$ cat src/rtl/video_fetch_pkg.sv
// Shared encodings for the video fetch scheduler: FSM states, bandwidth codes
// and the phase-mask helper used by the cadence counter.
package video_fetch_pkg;

  typedef enum logic [1:0] {
    ST_IDLE  = 2'd0,
    ST_ARMED = 2'd1,
    ST_FETCH = 2'd2,
    ST_DRAIN = 2'd3
  } state_t;

  // Codes as produced by the mode decoder's mode_bw output.
  localparam logic [1:0] BW_8 = 2'b00;
  localparam logic [1:0] BW_4 = 2'b01;
  localparam logic [1:0] BW_2 = 2'b10;
  localparam logic [1:0] BW_1 = 2'b11;

  localparam int CREDIT_MAX_DEF = 3;

  // Period is 8>>bw, so the wrap mask is period-1.
  function automatic logic [2:0] phase_mask(input logic [1:0] bw);
    logic [2:0] m;
    case (bw)
      BW_8:    m = 3'd7;
      BW_4:    m = 3'd3;
      BW_2:    m = 3'd1;
      default: m = 3'd0;
    endcase
    return m;
  endfunction

endpackage

$ cat src/rtl/video_fetch_cadence.sv
// Slot cadence: counts DRAM slots modulo the latched period and flags the
// slot on which a fetch becomes due.
module video_fetch_cadence
  import video_fetch_pkg::*;
(
  input  logic       clk,
  input  logic       rst,
  input  logic       i_clr,
  input  logic       i_run,
  input  logic       i_slot_stb,
  input  logic [1:0] i_bw,
  output logic       o_due
);

  logic [2:0] r_phase;
  logic [2:0] w_mask;

  assign w_mask = phase_mask(i_bw);
  assign o_due  = i_run & i_slot_stb & (r_phase == 3'd0);

  always_ff @(posedge clk) begin
    if (rst || i_clr) begin
      r_phase <= 3'd0;
    end else if (i_run && i_slot_stb) begin
      r_phase <= (r_phase + 3'd1) & w_mask;
    end
  end

endmodule

$ cat src/rtl/video_fetch_sched.sv
// Paces video fetch requests over the per-line fetch window and tracks
// outstanding requests as credits against the DRAM arbiter.
module video_fetch_sched
  import video_fetch_pkg::*;
#(
  parameter int CNT_W      = 8,
  parameter int CREDIT_MAX = CREDIT_MAX_DEF
) (
  input  logic             clk,
  input  logic             rst,
  input  logic             slot_stb,
  input  logic             line_start,
  input  logic             fetch_en,
  input  logic [1:0]       mode_bw,
  output logic             video_req,
  input  logic             video_ack,
  output logic             video_next,
  output logic [CNT_W-1:0] fetch_cnt,
  output logic             busy,
  output logic             overrun,
  output logic [1:0]       dbg_state
);

  localparam int              CR_W   = $clog2(CREDIT_MAX + 1);
  localparam logic [CR_W-1:0] CR_MAX = CR_W'(CREDIT_MAX);
  localparam logic [CR_W-1:0] CR_ONE = CR_W'(1);

  state_t           r_state, w_state_nxt;
  logic [CR_W-1:0]  r_credit, w_credit_nxt;
  logic [1:0]       r_bw_l;
  logic [CNT_W-1:0] r_fetch_cnt;
  logic             r_next;
  logic             r_overrun;
  logic             w_req, w_ack_ok, w_due, w_run, w_clr, w_drop;

  // Handshake: video_req stays high while any credit is outstanding; a word
  // transfers in each cycle where video_ack and video_req are both high,
  // except a line_start cycle, which discards the ack.
  assign w_req    = (r_credit != '0);
  assign w_ack_ok = video_ack & w_req & ~line_start;
  assign w_run    = (r_state == ST_FETCH) & fetch_en & ~line_start;
  assign w_clr    = line_start | (r_state == ST_ARMED);

  video_fetch_cadence u_cadence (
    .clk        (clk),
    .rst        (rst),
    .i_clr      (w_clr),
    .i_run      (w_run),
    .i_slot_stb (slot_stb),
    .i_bw       (r_bw_l),
    .o_due      (w_due)
  );

  always_comb begin
    w_credit_nxt = r_credit;
    w_drop       = 1'b0;
    if (line_start) begin
      w_credit_nxt = '0;
    end else if (w_due && !w_ack_ok) begin
      if (r_credit == CR_MAX) w_drop = 1'b1;
      else                    w_credit_nxt = r_credit + CR_ONE;
    end else if (w_ack_ok && !w_due) begin
      w_credit_nxt = r_credit - CR_ONE;
    end
  end

  always_comb begin
    w_state_nxt = r_state;
    if (line_start) begin
      w_state_nxt = ST_ARMED;
    end else begin
      case (r_state)
        ST_IDLE:  w_state_nxt = ST_IDLE;
        ST_ARMED: if (fetch_en) w_state_nxt = ST_FETCH;
        ST_FETCH: if (!fetch_en) w_state_nxt = (r_credit != '0) ? ST_DRAIN : ST_IDLE;
        ST_DRAIN: if (w_credit_nxt == '0) w_state_nxt = ST_IDLE;
        default:  w_state_nxt = ST_IDLE;
      endcase
    end
  end

  always_ff @(posedge clk) begin
    if (rst) begin
      r_state     <= ST_IDLE;
      r_credit    <= '0;
      r_bw_l      <= BW_8;
      r_fetch_cnt <= '0;
      r_next      <= 1'b0;
      r_overrun   <= 1'b0;
    end else begin
      r_state  <= w_state_nxt;
      r_credit <= w_credit_nxt;
      r_next   <= w_ack_ok;
      if (line_start) r_bw_l <= mode_bw;
      if (line_start) begin
        r_fetch_cnt <= '0;
      end else if (w_ack_ok && (r_fetch_cnt != '1)) begin
        r_fetch_cnt <= r_fetch_cnt + 1'b1;
      end
      if (w_drop) r_overrun <= 1'b1;
    end
  end

  assign video_req  = w_req;
  assign video_next = r_next;
  assign fetch_cnt  = r_fetch_cnt;
  assign busy       = (r_state != ST_IDLE);
  assign overrun    = r_overrun;
  assign dbg_state  = r_state;

endmodule

$ cat config.mk
export PLATFORM = sky130hd
export DESIGN_NAME = video_fetch_sched
export DESIGN_NICKNAME = d
export VERILOG_FILES = /design/src/rtl/video_fetch_pkg.sv /design/src/rtl/video_fetch_cadence.sv /design/src/rtl/video_fetch_sched.sv
export SDC_FILE = /design/constraint.sdc
export NUM_CORES = 1
export LEC_CHECK = 0
export CAP_MARGIN = 20
export CORE_UTILIZATION = 25
export DETAILED_ROUTE_END_ITERATION = 12
export GPL_TIMING_DRIVEN = 0
export HOLD_SLACK_MARGIN = 0.1
export PLACE_DENSITY = 0.51
export SYNTH_ARGS = -nofsm -noshare
export SYNTH_HDL_FRONTEND = slang
export SYNTH_SLANG_ARGS = --single-unit
$ cat constraint.sdc
create_clock -name clk -period 2.62 [get_ports clk]
set_input_delay 0.262 -clock clk [delete_from_list [all_inputs] [get_ports clk]]
set_output_delay 0.262 -clock clk [all_outputs]
set_load 0.005 [all_outputs]
==> results of run 1 <==
-- cells in the final DEF, fill, tap and decap left out, drive strengths merged, types with 3 or more instances in the layout --
master	instances
inv	12
o21ai	3
nor3	7
a21oi	8
nor2	16
nand3	3
nand2b	3
dfxtp	19
ha	10
xnor2	5
clkdlybuf4s50	21
mux2i	5
or3	3
nand2	4
clkbuf	6
-- flip-flops by register name, indices dropped and copies added (netlist names) --
register,count
fetch_cnt,8
u_cadence.r_phase,3
dbg_state,2
r_bw_l,2
r_credit,2
overrun,1
video_next,1
-- per-stage QoR --
| step | worst slack (ns) | total power (uW) | instances | utilization |
|---|---|---|---|---|
| floorplan | 0.7694 | 324.2 | 123 | - |
| global placement | 0.4438 | 348.8 | 194 | 0.3339 |
| detailed placement | 0.4192 | 349.2 | 194 | 0.3339 |
| CTS | 0.5306 | 548.9 | 198 | 0.3448 |
| global route | 0.3467 | 562.1 | 198 | 0.3448 |
| finish | 0.5450 | 540.0 | 198 | 0.3448 |
-- cell families after synthesis --
kind of cell	Yosys count	synth area share
muxes	5	0.04505
DFF	19	0.3423
and+or+nand+nor	46	0.2365
adders and majority gates	10	0.1126
xor gates and xnor gates	6	0.04730
buffers and inverters	14	0.04730
AOI/OAI and AO/OA	23	0.1689
-- worst max-delay path: stages, from the launching register on --
cell and delay (ns):
sky130_fd_sc_hd__dfxtp_1 0.47, sky130_fd_sc_hd__inv_1 0.08, sky130_fd_sc_hd__ha_1 0.26, sky130_fd_sc_hd__and2b_2 0.30, sky130_fd_sc_hd__o311ai_2 0.25, sky130_fd_sc_hd__nor4_1 0.38, sky130_fd_sc_hd__xnor2_1 0.17, sky130_fd_sc_hd__nor2_1 0.05
-- where the power goes --
| part | internal, uW | switching [uW] |
|---|---|---|
| combinational | 24.7 | 21.6 |
| clock | 108 | 89.9 |
| sequential | 292 | 4.03 |
| total | 424 | 116 |
-- metal layers --
layer,vias to the layer above,wire (um)
met1,450,1104
met3,2,100
li1,482,-
met2,15,1110
met5,-,0
met4,0,10
-- worst max path at each step --
stage,startpoint,endpoint,cells past startpoint
final,r_credit[0],fetch_cnt[7],7
after global routing,dbg_state[0],dbg_state[0],7
after CTS,dbg_state[0],dbg_state[1],7
after detailed placement,fetch_en,dbg_state[1],6
after global placement,fetch_en,dbg_state[1],6
after floorplan,r_credit[0],dbg_state[1],7
-- cells in the mapped netlist, types with 2 or more instances --
library cell / instances / area share
sky130_fd_sc_hd__or4_1: 2 / 0.014
sky130_fd_sc_hd__nor2_1: 16 / 0.054
sky130_fd_sc_hd__dfxtp_1: 19 / 0.34
sky130_fd_sc_hd__nor3_1: 7 / 0.032
sky130_fd_sc_hd__ha_1: 10 / 0.11
sky130_fd_sc_hd__nand3_1: 3 / 0.014
sky130_fd_sc_hd__a21oi_1: 8 / 0.036
sky130_fd_sc_hd__o21ai_0: 3 / 0.014
sky130_fd_sc_hd__xnor2_1: 5 / 0.039
sky130_fd_sc_hd__a211oi_1: 2 / 0.014
sky130_fd_sc_hd__or3_1: 3 / 0.017
sky130_fd_sc_hd__clkbuf_1: 2 / 0.0068
sky130_fd_sc_hd__nand2b_1: 3 / 0.017
sky130_fd_sc_hd__mux2i_1: 5 / 0.045
sky130_fd_sc_hd__nand2_1: 4 / 0.014
sky130_fd_sc_hd__inv_1: 12 / 0.041
-- layout make-up --
cell class	instances	area (um^2)	area share
Sequential cell	19	380.4	0.2662
Inverter	12	45.04	0.03152
Timing Repair Buffer	21	210.2	0.1471
Buffer	2	7.507	0.005254
Clock buffer	4	45.04	0.03152
Multi-Input combinational cell	90	678.2	0.4746
Tap cell	50	62.56	0.04378
==> flow_summary.rst, run 1 <==
.. list-table::
   :header-rows: 1

   * - Metric
     - Value
   * - Maximum fanout along the worst path
     - 10
   * - Die Y
     - 68.67 um
   * - Met2 usage
     - 0.1949
   * - Remaining DRCs
     - 0
   * - Number of diodes
     - 0
   * - Power density relative to cell area
     - 377.9 nW/um^2
   * - Setup TNS Final
     - 0 ns
   * - RD Place Congestion
     - 0.7836
   * - Hold Worst Slack
     - 0.4871 ns
   * - Layout cell share with drive strength beyond 1
     - 0.06757
   * - Setup crit start kind
     - flop
   * - Async set-or-reset flop fraction in the synthesized netlist
     - 0
   * - GRT Overall Usage
     - 0.1126
   * - CTS tree
     - yes
   * - WP data required
     - 2.75 ns
   * - R2R setup slack
     - 0.54 ns
   * - Slew Limit Headroom
     - 0.5376
   * - Filler Cells Inserted
     - 434
   * - Core Box Area
     - 4144 um^2
   * - Count of TritonRoute iterations in the first routing pass
     - 3
   * - Max-cap violation count
     - 0
   * - Insertion delay to the later sink of the worst-skew pair
     - 0.25 ns
   * - Global Route met1 Usage
     - 0.1430
   * - Pin slew with the least headroom to its limit
     - 0.6925 ns
   * - Worst path arrival time
     - 2.21 ns
   * - M3 GR Usage
     - 0.02303
   * - Cell row count
     - 23
   * - Clock buffer depth
     - 2
   * - Hold Crit Class
     - reg -> reg
   * - Reported leakage power
     - 0.0005161 uW
   * - Nets
     - 167
   * - Sequential share of the synthesized area
     - 0.3423
   * - Antenna violations before repair
     - 0
   * - Pin count of the biggest net entering global routing
     - 11
   * - Post-synthesis to final-layout area growth
     - 28.60%
   * - Maximum frequency from static timing analysis
     - 481.9 MHz
   * - Via-per-instance ratio
     - 4.793
   * - Placed inst area
     - 1384 um^2
   * - Hold path startpoint
     - overrun
   * - Final Skew
     - 0.004713 ns
   * - EDFF count, synth
     - 0
   * - Count of buffers added by post-CTS timing repair for setup
     - 0
   * - Number of library cell types mapped by synthesis
     - 35
   * - Crit path time final
     - 2.075 ns
   * - Count of H-tree levels built during CTS
     - 1
   * - Die extent in x
     - 68.67 um
   * - Starting Density
     - 0.2681
   * - Number of hold violations in the final report
     - 0
   * - Number of failing setup endpoints in the final timing report
     - 0
   * - Share of the clock period used by the worst path
     - 0.7920
   * - Top_reg_cell synth
     - sky130_fd_sc_hd__dfxtp_1
   * - Cts bufs inserted
     - 3
   * - Synth Area per Inst
     - 9.033 um^2
   * - Via count of the first global-routing pass
     - 941
   * - Post-Synthesis Cells
     - 123
   * - Worst reg2reg path startpoint
     - r_credit[0]
   * - Net count after synthesis
     - 141
   * - Clk sink count
     - 19
   * - Number of buffer cells added on primary ports
     - 21
   * - Setup crit end kind
     - flop
   * - First-pass GRT wire length
     - 4008 um
   * - Cell depth of the worst min-delay path
     - 2
   * - R2R Path End
     - fetch_cnt[7]
   * - Maximum vdd drop
     - 0.1458 mV
   * - Synthesis-stage register bit count
     - 19
   * - Clock root cell
     - sky130_fd_sc_hd__clkbuf_8
   * - Category of the most critical setup path
     - reg -> reg
   * - Number of gates resized after CTS
     - 0
   * - Number of top-level pins
     - 22
   * - Initial detailed-routing violation count
     - 39
   * - CTS Hold Bufs
     - 0
   * - Setup repair after global routing missed its margin
     - no
   * - Remaining antenna violation count
     - 0
   * - Routed len/inst
     - 11.74 um
   * - Total number of vias
     - 949
   * - Final non-filler cell area
     - 1429 um^2
   * - Clock slew seen by the registers of the worst setup and hold paths
     - 0.07 ns
   * - Worst Hold Path EP
     - overrun
   * - Detail Placement HPWL
     - 1775 um
   * - Cell Area, Synth
     - 1111 um^2
   * - Most heavily used metal layer in global routing
     - met2
   * - Pins Over Slew Limit
     - 0
   * - DIE AREA
     - 4715 um^2
   * - DRT Wirelength
     - 2325 um
   * - Worst reg-to-reg path cell count
     - 7
   * - Result of the run
     - completed
   * - YS warnings
     - 0
   * - Residual overflow from global routing
     - 0
(Power assumes the default switching activity.)
==> run 2: changes to the inputs <==
PLACE_DENSITY = 0.52   (was 0.51)
clock period = 1.9 ns   (was 2.62 ns; I/O delays follow)
==> run 2 against run 1 <==
  * First-iteration DRC count shrank 26%
  * Combinational power grew 50%
  * Clock skew grew 0.00071 ns
  * Largest cell class unchanged
  * Total power is 41% higher
  * Final area up 8.4%
  * Global-route usage rose by 0.79 points
  * Final cell count increased by 3.5%
  * Wire length up 8.2%
  * Sequential cell count is the same
  * Hold slack got worse by 0.0012 ns
  * Fmax increased by 14%
  * Sequential power up 38%
==> flow_summary.rst, run 2 (synthesis results as in run 1) <==
.. list-table::
   :header-rows: 1

   * - Metric
     - Value
   * - Result of the run
     - completed
   * - DRT Wirelength
     - 2515 um
   * - Pins Over Slew Limit
     - 0
   * - Count of H-tree levels built during CTS
     - 1
   * - Via count of the first global-routing pass
     - 980
   * - Initial detailed-routing violation count
     - 29
   * - Starting Density
     - 0.2681
   * - Layout cell share with drive strength beyond 1
     - 0.1871
   * - Maximum vdd drop
     - 0.3624 mV
   * - Pin count of the biggest net entering global routing
     - 11
   * - Worst path arrival time
     - 2.01 ns
   * - Most heavily used metal layer in global routing
     - met2
   * - Number of diodes
     - 0
   * - Insertion delay to the later sink of the worst-skew pair
     - 0.26 ns
   * - Most frequent standard cell in the layout excluding fill and tap cells
     - sky130_fd_sc_hd__clkdlybuf4s50_1
   * - Category of the most critical setup path
     - reg -> reg
   * - Met2 usage
     - 0.2096
   * - Number of flip-flops under the largest register name
     - 8
   * - Number of buffer cells added on primary ports
     - 21
   * - Pin slew with the least headroom to its limit
     - 0.4787 ns
   * - Antenna violations before repair
     - 0
   * - Number of hold violations in the final report
     - 0
   * - Total area of multi-input combinational cells
     - 733.2 um^2
   * - First-pass GRT wire length
     - 4257 um
   * - Setup repair after global routing missed its margin
     - yes
   * - DIE AREA
     - 4715 um^2
   * - Max-cap violation count
     - 0
   * - Residual overflow from global routing
     - 0
   * - Via-per-instance ratio
     - 4.883
   * - Setup crit start kind
     - flop
   * - Routed len/inst
     - 12.27 um
   * - Clock slew seen by the registers of the worst setup and hold paths
     - 0.07 ns
   * - Share of the clock period used by the worst path
     - 0.9583
   * - Hold Crit Class
     - reg -> reg
   * - Clock root cell
     - sky130_fd_sc_hd__clkbuf_8
   * - Hold Worst Slack
     - 0.4859 ns
   * - Crit path time final
     - 1.821 ns
   * - Remaining DRCs
     - 0
   * - Die Y
     - 68.67 um
   * - Clock buffer depth
     - 2
   * - Nets
     - 174
   * - Core Box Area
     - 4144 um^2
   * - CTS Hold Bufs
     - 0
   * - Area taken by flip-flops and latches
     - 390.4 um^2
   * - Number of top-level pins
     - 22
   * - RD Place Congestion
     - 0.8000
   * - Setup crit end kind
     - flop
   * - Final Skew
     - 0.005422 ns
   * - Dpl ws
     - -0.2374 ns
   * - Cell row count
     - 23
   * - Final non-filler cell area
     - 1549 um^2
   * - WP data required
     - 2.09 ns
   * - Count of TritonRoute iterations in the first routing pass
     - 4
   * - Global Route met1 Usage
     - 0.1450
   * - CTS tree
     - yes
   * - Highest-count cells in the layout ignoring fill and taps
     - 21 x sky130_fd_sc_hd__clkdlybuf4s50_1, 16 x sky130_fd_sc_hd__nor2_1, 15 x sky130_fd_sc_hd__dfxtp_1
   * - Slew Limit Headroom
     - 0.6809
   * - Cts bufs inserted
     - 3
   * - Filler Cells Inserted
     - 439
   * - Total number of vias
     - 1001
   * - M3 GR Usage
     - 0.04112
   * - Remaining antenna violation count
     - 0
   * - Maximum fanout along the worst path
     - 7
   * - Number of failing setup endpoints in the final timing report
     - 0
   * - Detail Placement HPWL
     - 1838 um
   * - Post-synthesis to final-layout area growth
     - 39.41%
   * - Reported leakage power
     - 0.0005548 uW
   * - Power density relative to cell area
     - 491.0 nW/um^2
   * - Placed inst area
     - 1384 um^2
   * - Maximum frequency from static timing analysis
     - 549.2 MHz
   * - GRT Overall Usage
     - 0.1206
   * - Die extent in x
     - 68.67 um
   * - Clk sink count
     - 19
   * - Post-layout worst setup margin
     - 0.07931 ns
[run 2: worst paths after layout]
check | start | endpoint | slack (ns) | depth (start not counted)
min | overrun | overrun | 0.49 | 2
min reg2reg | overrun | overrun | 0.49 | 2
max | r_credit[0] | dbg_state[1] | 0.08 | 7
max reg2reg | r_credit[0] | dbg_state[1] | 0.08 | 7
[run 2: report_power, final]
| group | switching, uW | internal [uW] |
|---|---|---|
| logic | 32.0 | 37.4 |
| clock network | 135 | 149 |
| registers | 6.35 | 401 |
[run 2: worst max-delay path: stages (launching register included)]
cell	delay [ns]
sky130_fd_sc_hd__dfxtp_4	0.41
sky130_fd_sc_hd__inv_2	0.06
sky130_fd_sc_hd__ha_4	0.17
sky130_fd_sc_hd__and2b_4	0.30
sky130_fd_sc_hd__xnor2_2	0.08
sky130_fd_sc_hd__or4_4	0.43
sky130_fd_sc_hd__o311ai_4	0.09
sky130_fd_sc_hd__mux2i_1	0.20
[run 2: per-stage QoR]
step | TNS, ns | utilization | cells | power, uW
2_1_floorplan | 0 | - | 123 | 447.1
3_3_place_gp | -0.9461 | 0.3339 | 194 | 481.3
3_5_place_dp | -1.271 | 0.3339 | 194 | 482.1
4_1_cts | 0 | 0.3605 | 201 | 778.9
5_1_grt | -0.03740 | 0.3738 | 205 | 805.1
6_report | 0 | 0.3738 | 205 | 760.6
[run 2: cell type report]
type	instances	share of cell area
Clock buffer	4	0.02908
Tap cell	50	0.04039
Buffer	2	0.004847
Inverter	12	0.03069
Multi-Input combinational cell	90	0.4733
Timing Repair Buffer	28	0.1696
Sequential cell	19	0.2520
[run 2: what timing repair did]
action                                  CTS  global route
resized for setup                        10            10
setup buffers                             3             4
pin swaps                                 3             2
endpoints found under the setup margin    9             5
[run 2: routing by layer]
metal	wire (um)	part of all wire
met1	1189	0.47
met4	0	0
met2	1188	0.47
met5	0	0
met3	137	0.054
